--- src/rtl/prime_factorizer.sv ---
// prime_factorizer: emits the prime factors of an unsigned number in ascending
// order, one per factor_valid/factor_ack handshake, using trial division by
// 2, 3, 5, 7, 9, ... and a restoring shift-subtract divider.
// Optional build macro PRIME_FACTORIZER_MULT_EN: adds a 'mult' output and
// emits each distinct prime once together with its multiplicity.
module prime_factorizer #(
  parameter int  WIDTH_LOG = 4,
  localparam int WIDTH     = 1 << WIDTH_LOG
) (
  input  logic               clk,
  input  logic               rst,
  input  logic               go,
  input  logic [WIDTH-1:0]   num,
  output logic               ready,
  output logic               error,
  output logic [WIDTH-1:0]   factor,
  output logic               factor_valid,
`ifdef PRIME_FACTORIZER_MULT_EN
  output logic [WIDTH_LOG:0] mult,
`endif
  input  logic               factor_ack
);

  typedef enum logic [2:0] {
    S_IDLE     = 3'd0,
    S_ERR      = 3'd1,
    S_CHECK    = 3'd2,
    S_DIV      = 3'd3,
    S_RESULT   = 3'd4,
    S_EMIT     = 3'd5,
    S_LAST     = 3'd6,
    S_LAST_ACK = 3'd7
  } state_t;

  state_t               state_r, state_nxt;
  logic [WIDTH-1:0]     n_r, n_nxt;
  logic [WIDTH-1:0]     d_r, d_nxt;
  logic [2*WIDTH-1:0]   d_sq_r, d_sq_nxt;
  logic [WIDTH-1:0]     q_r, q_nxt;
  logic [WIDTH-1:0]     r_r, r_nxt;
  logic [WIDTH_LOG:0]   cnt_r, cnt_nxt;
  logic [WIDTH-1:0]     factor_r, factor_nxt;
  logic                 factor_valid_r, factor_valid_nxt;
  logic                 ready_r, ready_nxt;
  logic                 error_r, error_nxt;
`ifdef PRIME_FACTORIZER_MULT_EN
  logic [WIDTH_LOG:0]   mult_r, mult_nxt;
  logic [WIDTH_LOG:0]   mcnt_r, mcnt_nxt;
`endif

  logic [WIDTH:0]       rem_shift_s;
  logic [WIDTH:0]       diff_s;
  logic [WIDTH-1:0]     d_adv_s;
  logic [2*WIDTH-1:0]   d_sq_adv_s;

  assign ready        = ready_r;
  assign error        = error_r;
  assign factor       = factor_r;
  assign factor_valid = factor_valid_r;
`ifdef PRIME_FACTORIZER_MULT_EN
  assign mult         = mult_r;
`endif

  // Next-state, datapath and registered-output computation for the factoring FSM.
  always_comb begin
    state_nxt        = state_r;
    n_nxt            = n_r;
    d_nxt            = d_r;
    d_sq_nxt         = d_sq_r;
    q_nxt            = q_r;
    r_nxt            = r_r;
    cnt_nxt          = cnt_r;
    factor_nxt       = factor_r;
    factor_valid_nxt = factor_valid_r;
`ifdef PRIME_FACTORIZER_MULT_EN
    mult_nxt         = mult_r;
    mcnt_nxt         = mcnt_r;
`endif

    // One restoring-divider step: the sign bit of diff_s says whether d fits.
    rem_shift_s = {r_r, q_r[WIDTH-1]};
    diff_s      = rem_shift_s - {1'b0, d_r};

    // Next trial divisor; d_sq follows as (d+2)^2 = d^2 + 4d + 4.
    if (d_r == WIDTH'(2'd2)) begin
      d_adv_s    = WIDTH'(2'd3);
      d_sq_adv_s = (2*WIDTH)'(4'd9);
    end else begin
      d_adv_s    = d_r + WIDTH'(2'd2);
      d_sq_adv_s = d_sq_r + {{(WIDTH-2){1'b0}}, d_r, 2'b00} + (2*WIDTH)'(3'd4);
    end

    case (state_r)
      S_IDLE, S_ERR: begin
        if (go) begin
          n_nxt    = num;
          d_nxt    = WIDTH'(2'd2);
          d_sq_nxt = (2*WIDTH)'(3'd4);
`ifdef PRIME_FACTORIZER_MULT_EN
          mcnt_nxt = {(WIDTH_LOG+1){1'b0}};
`endif
          if (num == {WIDTH{1'b0}}) begin
            state_nxt = S_ERR;
          end else if (num == WIDTH'(1'b1)) begin
            state_nxt = S_IDLE;
          end else begin
            state_nxt = S_CHECK;
          end
        end else begin
          state_nxt = state_r;
        end
      end
      S_CHECK: begin
        if (d_sq_r > {{WIDTH{1'b0}}, n_r}) begin
          state_nxt = S_LAST;
        end else begin
          q_nxt     = n_r;
          r_nxt     = {WIDTH{1'b0}};
          cnt_nxt   = {(WIDTH_LOG+1){1'b0}};
          state_nxt = S_DIV;
        end
      end
      S_DIV: begin
        if (!diff_s[WIDTH]) begin
          r_nxt = diff_s[WIDTH-1:0];
          q_nxt = {q_r[WIDTH-2:0], 1'b1};
        end else begin
          r_nxt = rem_shift_s[WIDTH-1:0];
          q_nxt = {q_r[WIDTH-2:0], 1'b0};
        end
        cnt_nxt = cnt_r + (WIDTH_LOG+1)'(1'b1);
        if (cnt_r == (WIDTH_LOG+1)'(WIDTH-1)) begin
          state_nxt = S_RESULT;
        end else begin
          state_nxt = S_DIV;
        end
      end
      S_RESULT: begin
`ifdef PRIME_FACTORIZER_MULT_EN
        if (r_r == {WIDTH{1'b0}}) begin
          n_nxt     = q_r;
          mcnt_nxt  = mcnt_r + (WIDTH_LOG+1)'(1'b1);
          state_nxt = S_CHECK;
        end else if (mcnt_r != {(WIDTH_LOG+1){1'b0}}) begin
          // d is exhausted: report it with its count while moving on to the next divisor.
          factor_nxt       = d_r;
          mult_nxt         = mcnt_r;
          factor_valid_nxt = 1'b1;
          mcnt_nxt         = {(WIDTH_LOG+1){1'b0}};
          d_nxt            = d_adv_s;
          d_sq_nxt         = d_sq_adv_s;
          state_nxt        = S_EMIT;
        end else begin
          d_nxt     = d_adv_s;
          d_sq_nxt  = d_sq_adv_s;
          state_nxt = S_CHECK;
        end
`else
        if (r_r == {WIDTH{1'b0}}) begin
          factor_nxt       = d_r;
          factor_valid_nxt = 1'b1;
          n_nxt            = q_r;
          state_nxt        = S_EMIT;
        end else begin
          d_nxt     = d_adv_s;
          d_sq_nxt  = d_sq_adv_s;
          state_nxt = S_CHECK;
        end
`endif
      end
      S_EMIT: begin
        if (factor_ack) begin
          factor_valid_nxt = 1'b0;
          state_nxt        = S_CHECK;
        end else begin
          state_nxt = S_EMIT;
        end
      end
      S_LAST: begin
`ifdef PRIME_FACTORIZER_MULT_EN
        if (mcnt_r != {(WIDTH_LOG+1){1'b0}}) begin
          // Flush the pending divisor first; a cofactor equal to d folds into its count.
          factor_nxt       = d_r;
          factor_valid_nxt = 1'b1;
          mcnt_nxt         = {(WIDTH_LOG+1){1'b0}};
          if (n_r == d_r) begin
            mult_nxt = mcnt_r + (WIDTH_LOG+1)'(1'b1);
            n_nxt    = WIDTH'(1'b1);
          end else begin
            mult_nxt = mcnt_r;
          end
          state_nxt = S_EMIT;
        end else if (n_r > WIDTH'(1'b1)) begin
          factor_nxt       = n_r;
          mult_nxt         = (WIDTH_LOG+1)'(1'b1);
          factor_valid_nxt = 1'b1;
          state_nxt        = S_LAST_ACK;
        end else begin
          state_nxt = S_IDLE;
        end
`else
        if (n_r > WIDTH'(1'b1)) begin
          factor_nxt       = n_r;
          factor_valid_nxt = 1'b1;
          state_nxt        = S_LAST_ACK;
        end else begin
          state_nxt = S_IDLE;
        end
`endif
      end
      S_LAST_ACK: begin
        if (factor_ack) begin
          factor_valid_nxt = 1'b0;
          state_nxt        = S_IDLE;
        end else begin
          state_nxt = S_LAST_ACK;
        end
      end
      default: begin
        factor_valid_nxt = 1'b0;
        state_nxt        = S_IDLE;
      end
    endcase

    ready_nxt = (state_nxt == S_IDLE) || (state_nxt == S_ERR);
    error_nxt = (state_nxt == S_ERR);
  end

  // State, datapath and output registers; reset aborts any job in flight.
  always_ff @(posedge clk or posedge rst) begin
    if (rst) begin
      state_r        <= S_IDLE;
      n_r            <= {WIDTH{1'b0}};
      d_r            <= {WIDTH{1'b0}};
      d_sq_r         <= {(2*WIDTH){1'b0}};
      q_r            <= {WIDTH{1'b0}};
      r_r            <= {WIDTH{1'b0}};
      cnt_r          <= {(WIDTH_LOG+1){1'b0}};
      factor_r       <= {WIDTH{1'b0}};
      factor_valid_r <= 1'b0;
      ready_r        <= 1'b1;
      error_r        <= 1'b0;
`ifdef PRIME_FACTORIZER_MULT_EN
      mult_r         <= {(WIDTH_LOG+1){1'b0}};
      mcnt_r         <= {(WIDTH_LOG+1){1'b0}};
`endif
    end else begin
      state_r        <= state_nxt;
      n_r            <= n_nxt;
      d_r            <= d_nxt;
      d_sq_r         <= d_sq_nxt;
      q_r            <= q_nxt;
      r_r            <= r_nxt;
      cnt_r          <= cnt_nxt;
      factor_r       <= factor_nxt;
      factor_valid_r <= factor_valid_nxt;
      ready_r        <= ready_nxt;
      error_r        <= error_nxt;
`ifdef PRIME_FACTORIZER_MULT_EN
      mult_r         <= mult_nxt;
      mcnt_r         <= mcnt_nxt;
`endif
    end
  end

endmodule
--- config.mk ---
export PLATFORM = sky130hd
export DESIGN_NAME = prime_factorizer
export DESIGN_NICKNAME = d
export VERILOG_FILES = /design/src/rtl/prime_factorizer.sv
export SDC_FILE = /design/constraint.sdc
export NUM_CORES = 1
export LEC_CHECK = 0
export ABC_CLOCK_PERIOD_IN_PS = 3800
export CAP_MARGIN = 20
export CELL_PAD_IN_SITES_DETAIL_PLACEMENT = 1
export CELL_PAD_IN_SITES_GLOBAL_PLACEMENT = 2
export CORE_UTILIZATION = 35
export DETAILED_ROUTE_END_ITERATION = 7
export HOLD_SLACK_MARGIN = 0.03
export PLACE_DENSITY = 0.81
export REMOVE_ABC_BUFFERS = 1
export SLEW_MARGIN = 20
export SYNTH_ARGS = -nofsm -noshare
export SYNTH_HDL_FRONTEND = slang
export SYNTH_SLANG_ARGS = --single-unit
--- constraint.sdc ---
create_clock -name clk -period 3.8 [get_ports clk]
set_clock_uncertainty 0.15 [all_clocks]
set_input_delay 0.57 -clock clk [delete_from_list [all_inputs] [get_ports clk]]
set_output_delay 0.57 -clock clk [all_outputs]
set_load 0.01 [all_outputs]
### After elaboration in Yosys (flattened, before gate mapping)

Cells that the tools add are included.

| word-level totals | value |
|---|---|
| word-level logic and storage cells | 87 |
| input bits | 20 |
| flip-flop bits (word level) | 123 |
| output and inout port bits | 19 |

| cells by class | value |
|---|---|
| reductions and logical operators | 16 |
| muxes and demuxes | 36 |
| add/subtract/negate cells | 5 |
| magnitude comparators | 2 |
| eq/ne operators | 17 |

Operators with widths:

| operator | number |
|---|---|
| $mux W16 | 10 |
| $pmux W16 S2 | 5 |
| $mux W32 | 3 |
| $pmux W32 S2 | 1 |
| $add A32 B18 Y32 | 1 |
| $add A32 B3 Y32 const B | 1 |
| $gt A32 B16 Y1 | 1 |
| $logic_not A16 Y1 | 2 |
| $mux W3 | 7 |
| $pmux W3 S7 | 1 |
| $sub A17 B16 Y17 | 1 |
| $add A16 B2 Y16 const B | 1 |
| $eq A16 B1 Y1 const B | 1 |
| $eq A16 B2 Y1 const B | 1 |
| $gt A16 B1 Y1 const B | 1 |
| $eq A3 B3 Y1 const B | 4 |
| $ne A2 B2 Y1 const B | 5 |
| $pmux W5 S2 | 1 |
| $reduce_and A3 Y1 | 3 |
| $eq A3 B1 Y1 const B | 2 |
| $eq A3 B2 Y1 const B | 2 |
| $logic_not A3 Y1 | 2 |
| $reduce_bool A2 Y1 | 3 |
| $add A5 B1 Y5 const B | 1 |
| 11 further kinds | 16 |

### Logic depth before layout (Yosys ltp)

Gate-level depths: netlist of the first run.

| depth | value |
|---|---|
| word-level depth | 7 |
| gate-level depth with buffers | 14 |
| mapped depth without buffers | 14 |

### Worst setup path after synthesis of the first run

OpenSTA, ideal clock, no wires.

| path | value |
|---|---|
| path kind | flip-flop to flip-flop |
| start point | register d_r[1] |
| end point | register d_sq_r[31] |
| stages on the path, launching flop included | 13 |
| buffers on the path | 0 |
| setup time | 0.078 ns |
| period minus slack after synthesis | 3.110 ns |
| path slack | 0.690 ns |
| arrival | 2.882 ns |
| data required time | 3.572 ns |
| cell sequence | dfrtp_1 ha_1 ha_1 inv_1 fa_1 nor2b_1 o31a_1 o221ai_1 o21ai_0 a211o_1 nand2_1 or4_1 a21oi_1 |

| between the ends | value |
|---|---|
| cells in the longest elaborated chain, start to end | 5 |
| elaborated cells between the ends (all ways) | 6 |
| those cells by class | 2 x add/sub; 1 x eq/ne; 3 x mux |

RTL lines:

| item | RTL line | RTL |
|---|---|---|
| start, declared | 37 | `logic [WIDTH-1:0] d_r, d_nxt;` |
| start signal, assigned | 234 | `d_r <= {WIDTH{1'b0}};` |
| start signal, assigned | 250 | `d_r <= d_nxt;` |
| $add A32 B18 Y32 | 90 | `d_sq_adv_s = d_sq_r + {{(WIDTH-2){1'b0}}, d_r, 2'b00} + (2*WIDTH)'(3'd4);` |
| $add A32 B3 Y32 | 90 |  |
| $mux W32 (*) | 85 | `if (d_r == WIDTH'(2'd2)) begin` |
| $mux W32 (*) | 159 | `if (r_r == {WIDTH{1'b0}}) begin` |
| $pmux W32 S2 (*) | 93 | `case (state_r)` |
| end signal, assigned | 235 | `d_sq_r <= {(2*WIDTH){1'b0}};` |
| end signal, assigned | 251 | `d_sq_r <= d_sq_nxt;` |
| end, declared | 38 | `logic [2*WIDTH-1:0] d_sq_r, d_sq_nxt;` |

Every way passes the cells marked *; elsewhere a longest branch is shown, timed or not. The select of a mux whose other input is x is not followed.
A chain may end at the register's enable or synchronous reset.

### Worst setup path in the final report of the first run

| path | value |
|---|---|
| start point | register d_r[0] |
| end point | register d_sq_r[31] |

Same word-level chain as after synthesis.

==> flow_summary.toml, run 1 <==
[run_status]
outcome = "finished clean"

[sta]
rsz0062_at_grt = "no"
hold_viol = 0
slew_viol_final = 0
period_share_pct = 92.0
setup_viol = 0
worstMarginPinSlew_ns = 0.694
timing.fmax_ghz = 0.286
fin_crit_ns = 3.50
relSlewSlack_pct = 53.3
tns_ns = 0

[global_routing]
grt-ovfl-total = 0
grt.total_usage_pct = 22.2
first_global_vias = 7235
grt_pass1_wl_um = 38900
antenna_found_initial = 0
grt_max_degree = 58

[floorplanning]
fp.dieH_um = 152
coreArea_um2 = 21900
die_area_um2 = 23000
die_x_um = 152
initial_core_util_pct = 35.7
rows = 54
ios = 39

[yosys]
syn_inst = 880
yosysTopAreaCell = "dfrtp_1"
synth_compound_area_share_pct = 19.7
netlist_area_um2 = 7830
yosys.area_share.simple_pct = 17.6
synth-xor-area-share_pct = 4.14
synthTopCellsByArea = "dfrtp_1, ha_1, a21oi_1"
ys_seq_area_share_pct = 39.0
ys_top_cells_by_count = "dfrtp_1, nor2_1, a21oi_1, nand2_1, ha_1"
yosysWarnings = 0
synth_seq_cells = 122
muxShareOfSynthArea_pct = 3.85
synth_top_area_share_pct = 38.7
synth_area_per_cell_um2 = 8.89
dominantRegCellSynth = "dfrtp_1"
yosysMostFrequentCell = "dfrtp_1"
synth_edf_count = 0
synth-adder-area-share_pct = 11.1
synth_top_family_by_area = "compound AO/OA/AOI/OAI gates"
synthArstFlopShare_pct = 100
synth.distinct_cells = 78

[detailed_routing]
firstDrtPassIters = 5
final_antenna_net_count = 0
drc = 0
routed-via-count = 6667
wl_per_cell_um = 19.2
drt_iter0_drc = 286
vias_per_cell = 5.47
wl_um = 23400

[power_and_ir_drop]
ir_drop_mv = 0.331
p_per_area_nw_per_um2 = 768
leakagePower_nw = 4.13

[worst_setup_path]
cp_max_fo = 6
path_common_cell = "inv_1"
cp_slowest_stage_delay_ns = 0.49
path_cells = "inv_1, ha_1, inv_1, ha_1, inv_1, fa_1, nor2b_1, o31a_1, o221ai_1, o21ai_0, a211o_1, nand2_1, or4_1, a21oi_1"
path_delay_family = "compound AO/OA/AOI/OAI gates"
cp-start-kind = "flop"
cp_num_buf_inv = 3
cp.arrival_ns = 3.71
critPathRequiredTime_ns = 4.01
end_kind = "flop"
crit_slowest_cell = "or4_1"
critPathKind = "reg2reg"

[finish]
syn2layout_area_growth_pct = 17.0
antenna_cells = 0
fillCellCount = 2602
final_area_um2 = 9160
drive_above_1_share_pct = 8.63
layout.cells.non_filler = 1219
final_nets = 1014

[run]
maxCapViolCount = 0

[place]
dp_hpwl_um = 17500
port_buffers = 38
gp_congestion = 0.835
place_area_um2 = 8580
dp_cells = 1187

[clocking]
hold_buffers = 0
cts-resized-gates = 0
cts_buffers = 17
htreeDepth = 4
post_cts_buffers = 0
cts_root_buffer = "clkbuf_16"
path_clk_slew_ns = 0.07
cts_buffer_depth = 2
clock-sinks = 122
cts_tree = "built"
clk_latency_ns = 0.43

[hold_path]
hold_path.class = "reg2reg"
sequential cells by signal (all words and copies together) (netlist names):
register,cells
error,1
ready,1
state_r,3
factor_valid,1
cnt_r,5
d_sq_r,31
factor,16
r_r,16
q_r,16
d_r,16
n_r,16
per-stage QoR:
step                hold slack (ns)  utilization [%]  power [W]  setup slack [ns]
floorplan                     0.299                -    0.00426            -0.161
global route                  0.371             41.8    0.00758            0.0218
global placement              0.322             39.2    0.00537             0.465
detailed placement            0.334             39.2    0.00543             0.322
CTS                           0.347             41.8    0.00710             0.272
finish                        0.344             41.8    0.00703             0.303
power breakdown:
part           switching [W]  total, W  internal [W]
clock network       0.000678   0.00161      0.000930
logic                0.00191   0.00330       0.00139
registers           0.000425   0.00212       0.00170
cell families after synthesis:
| family | count (synthesis) |
|---|---|
| multiplexers | 30 |
| XOR/XNOR | 37 |
| buffers and inverters | 85 |
| AO/OA/AOI/OAI | 249 |
| adder cells (fa/ha/maj) | 68 |
| flip-flops | 122 |
| AND/OR/NAND/NOR | 289 |
worst reg2reg max path, cell delays in order (launching register included):
cell and delay, ns:
dfrtp_1 0.40, inv_1 0.08, ha_1 0.20, inv_1 0.05, ha_1 0.18, inv_1 0.07
fa_1 0.38, nor2b_1 0.20, o31a_1 0.24, o221ai_1 0.19, o21ai_0 0.23, a211o_1 0.27
nand2_1 0.15, or4_1 0.49, a21oi_1 0.16
area by class of cell:
cell class	instances	area, um^2	area share, %
multi-input combinational	673	4420	48.2
tap	280	350	3.83
timing repair buffer	60	558	6.09
clock buffer	18	439	4.80
sequential	122	3050	33.4
clock inverter	14	140	1.53
inverter	52	198	2.16
layout by cell type (no fill, tap or decap), types with 4 or more instances in the layout:
master	instances
dfrtp_1	121
nor2_1	101
a21oi_1	92
nand2_1	69
ha_1	66
o21ai_0	55
inv_1	50
clkdlybuf4s50_1	38
mux2i_1	29
xnor2_1	26
o22ai_1	21
buf_4	21
nor4_1	20
nand3_1	18
clkbuf_16	17
nand4_1	16
nor3_1	14
a21o_1	14
and3_1	12
xor2_1	11
o21a_1	6
and2_1	6
o31ai_1	6
o21ai_1	6
clkinv_4	6
o41ai_1	5
nor2b_1	4
a22oi_1	4
or2_2	4
inv_6	4
path summary, 6_finish.rpt:
check / startpoint / to / slack [ns] / cells past startpoint
max: d_r[0] / d_sq_r[31] / 0.30 / 14
min: cnt_r[3] / cnt_r[3] / 0.34 / 1
max in group asynchronous: rst / d_sq_r[26] / 2.31 / 3
min reg2reg: cnt_r[3] / cnt_r[3] / 0.34 / 1
min in group asynchronous: rst / q_r[8] / 0.38 / 2
max reg2reg: d_r[0] / d_sq_r[31] / 0.30 / 14
metal layers:
metal	global-route usage (%)	share of wire [%]	vias to the layer above
li1	-	-	3276
met1	31.7	51	3293
met2	35.1	46	78
met3	3.65	2.4	20
met4	4.80	1.2	0
met5	0	0	-
Note: power is estimated with default switching activity, not from simulation.
==> inputs of run 2 (changes only) <==
--- a/config.mk
+++ b/config.mk
@@ -5,7 +5,6 @@
 export SDC_FILE = /design/constraint.sdc
 export NUM_CORES = 1
 export LEC_CHECK = 0
-export ABC_CLOCK_PERIOD_IN_PS = 3800
 export CAP_MARGIN = 20
 export CELL_PAD_IN_SITES_DETAIL_PLACEMENT = 1
 export CELL_PAD_IN_SITES_GLOBAL_PLACEMENT = 2
==> results of run 2 <==
Same layout as run 1: the final DEF is identical, and so are final timing and power.
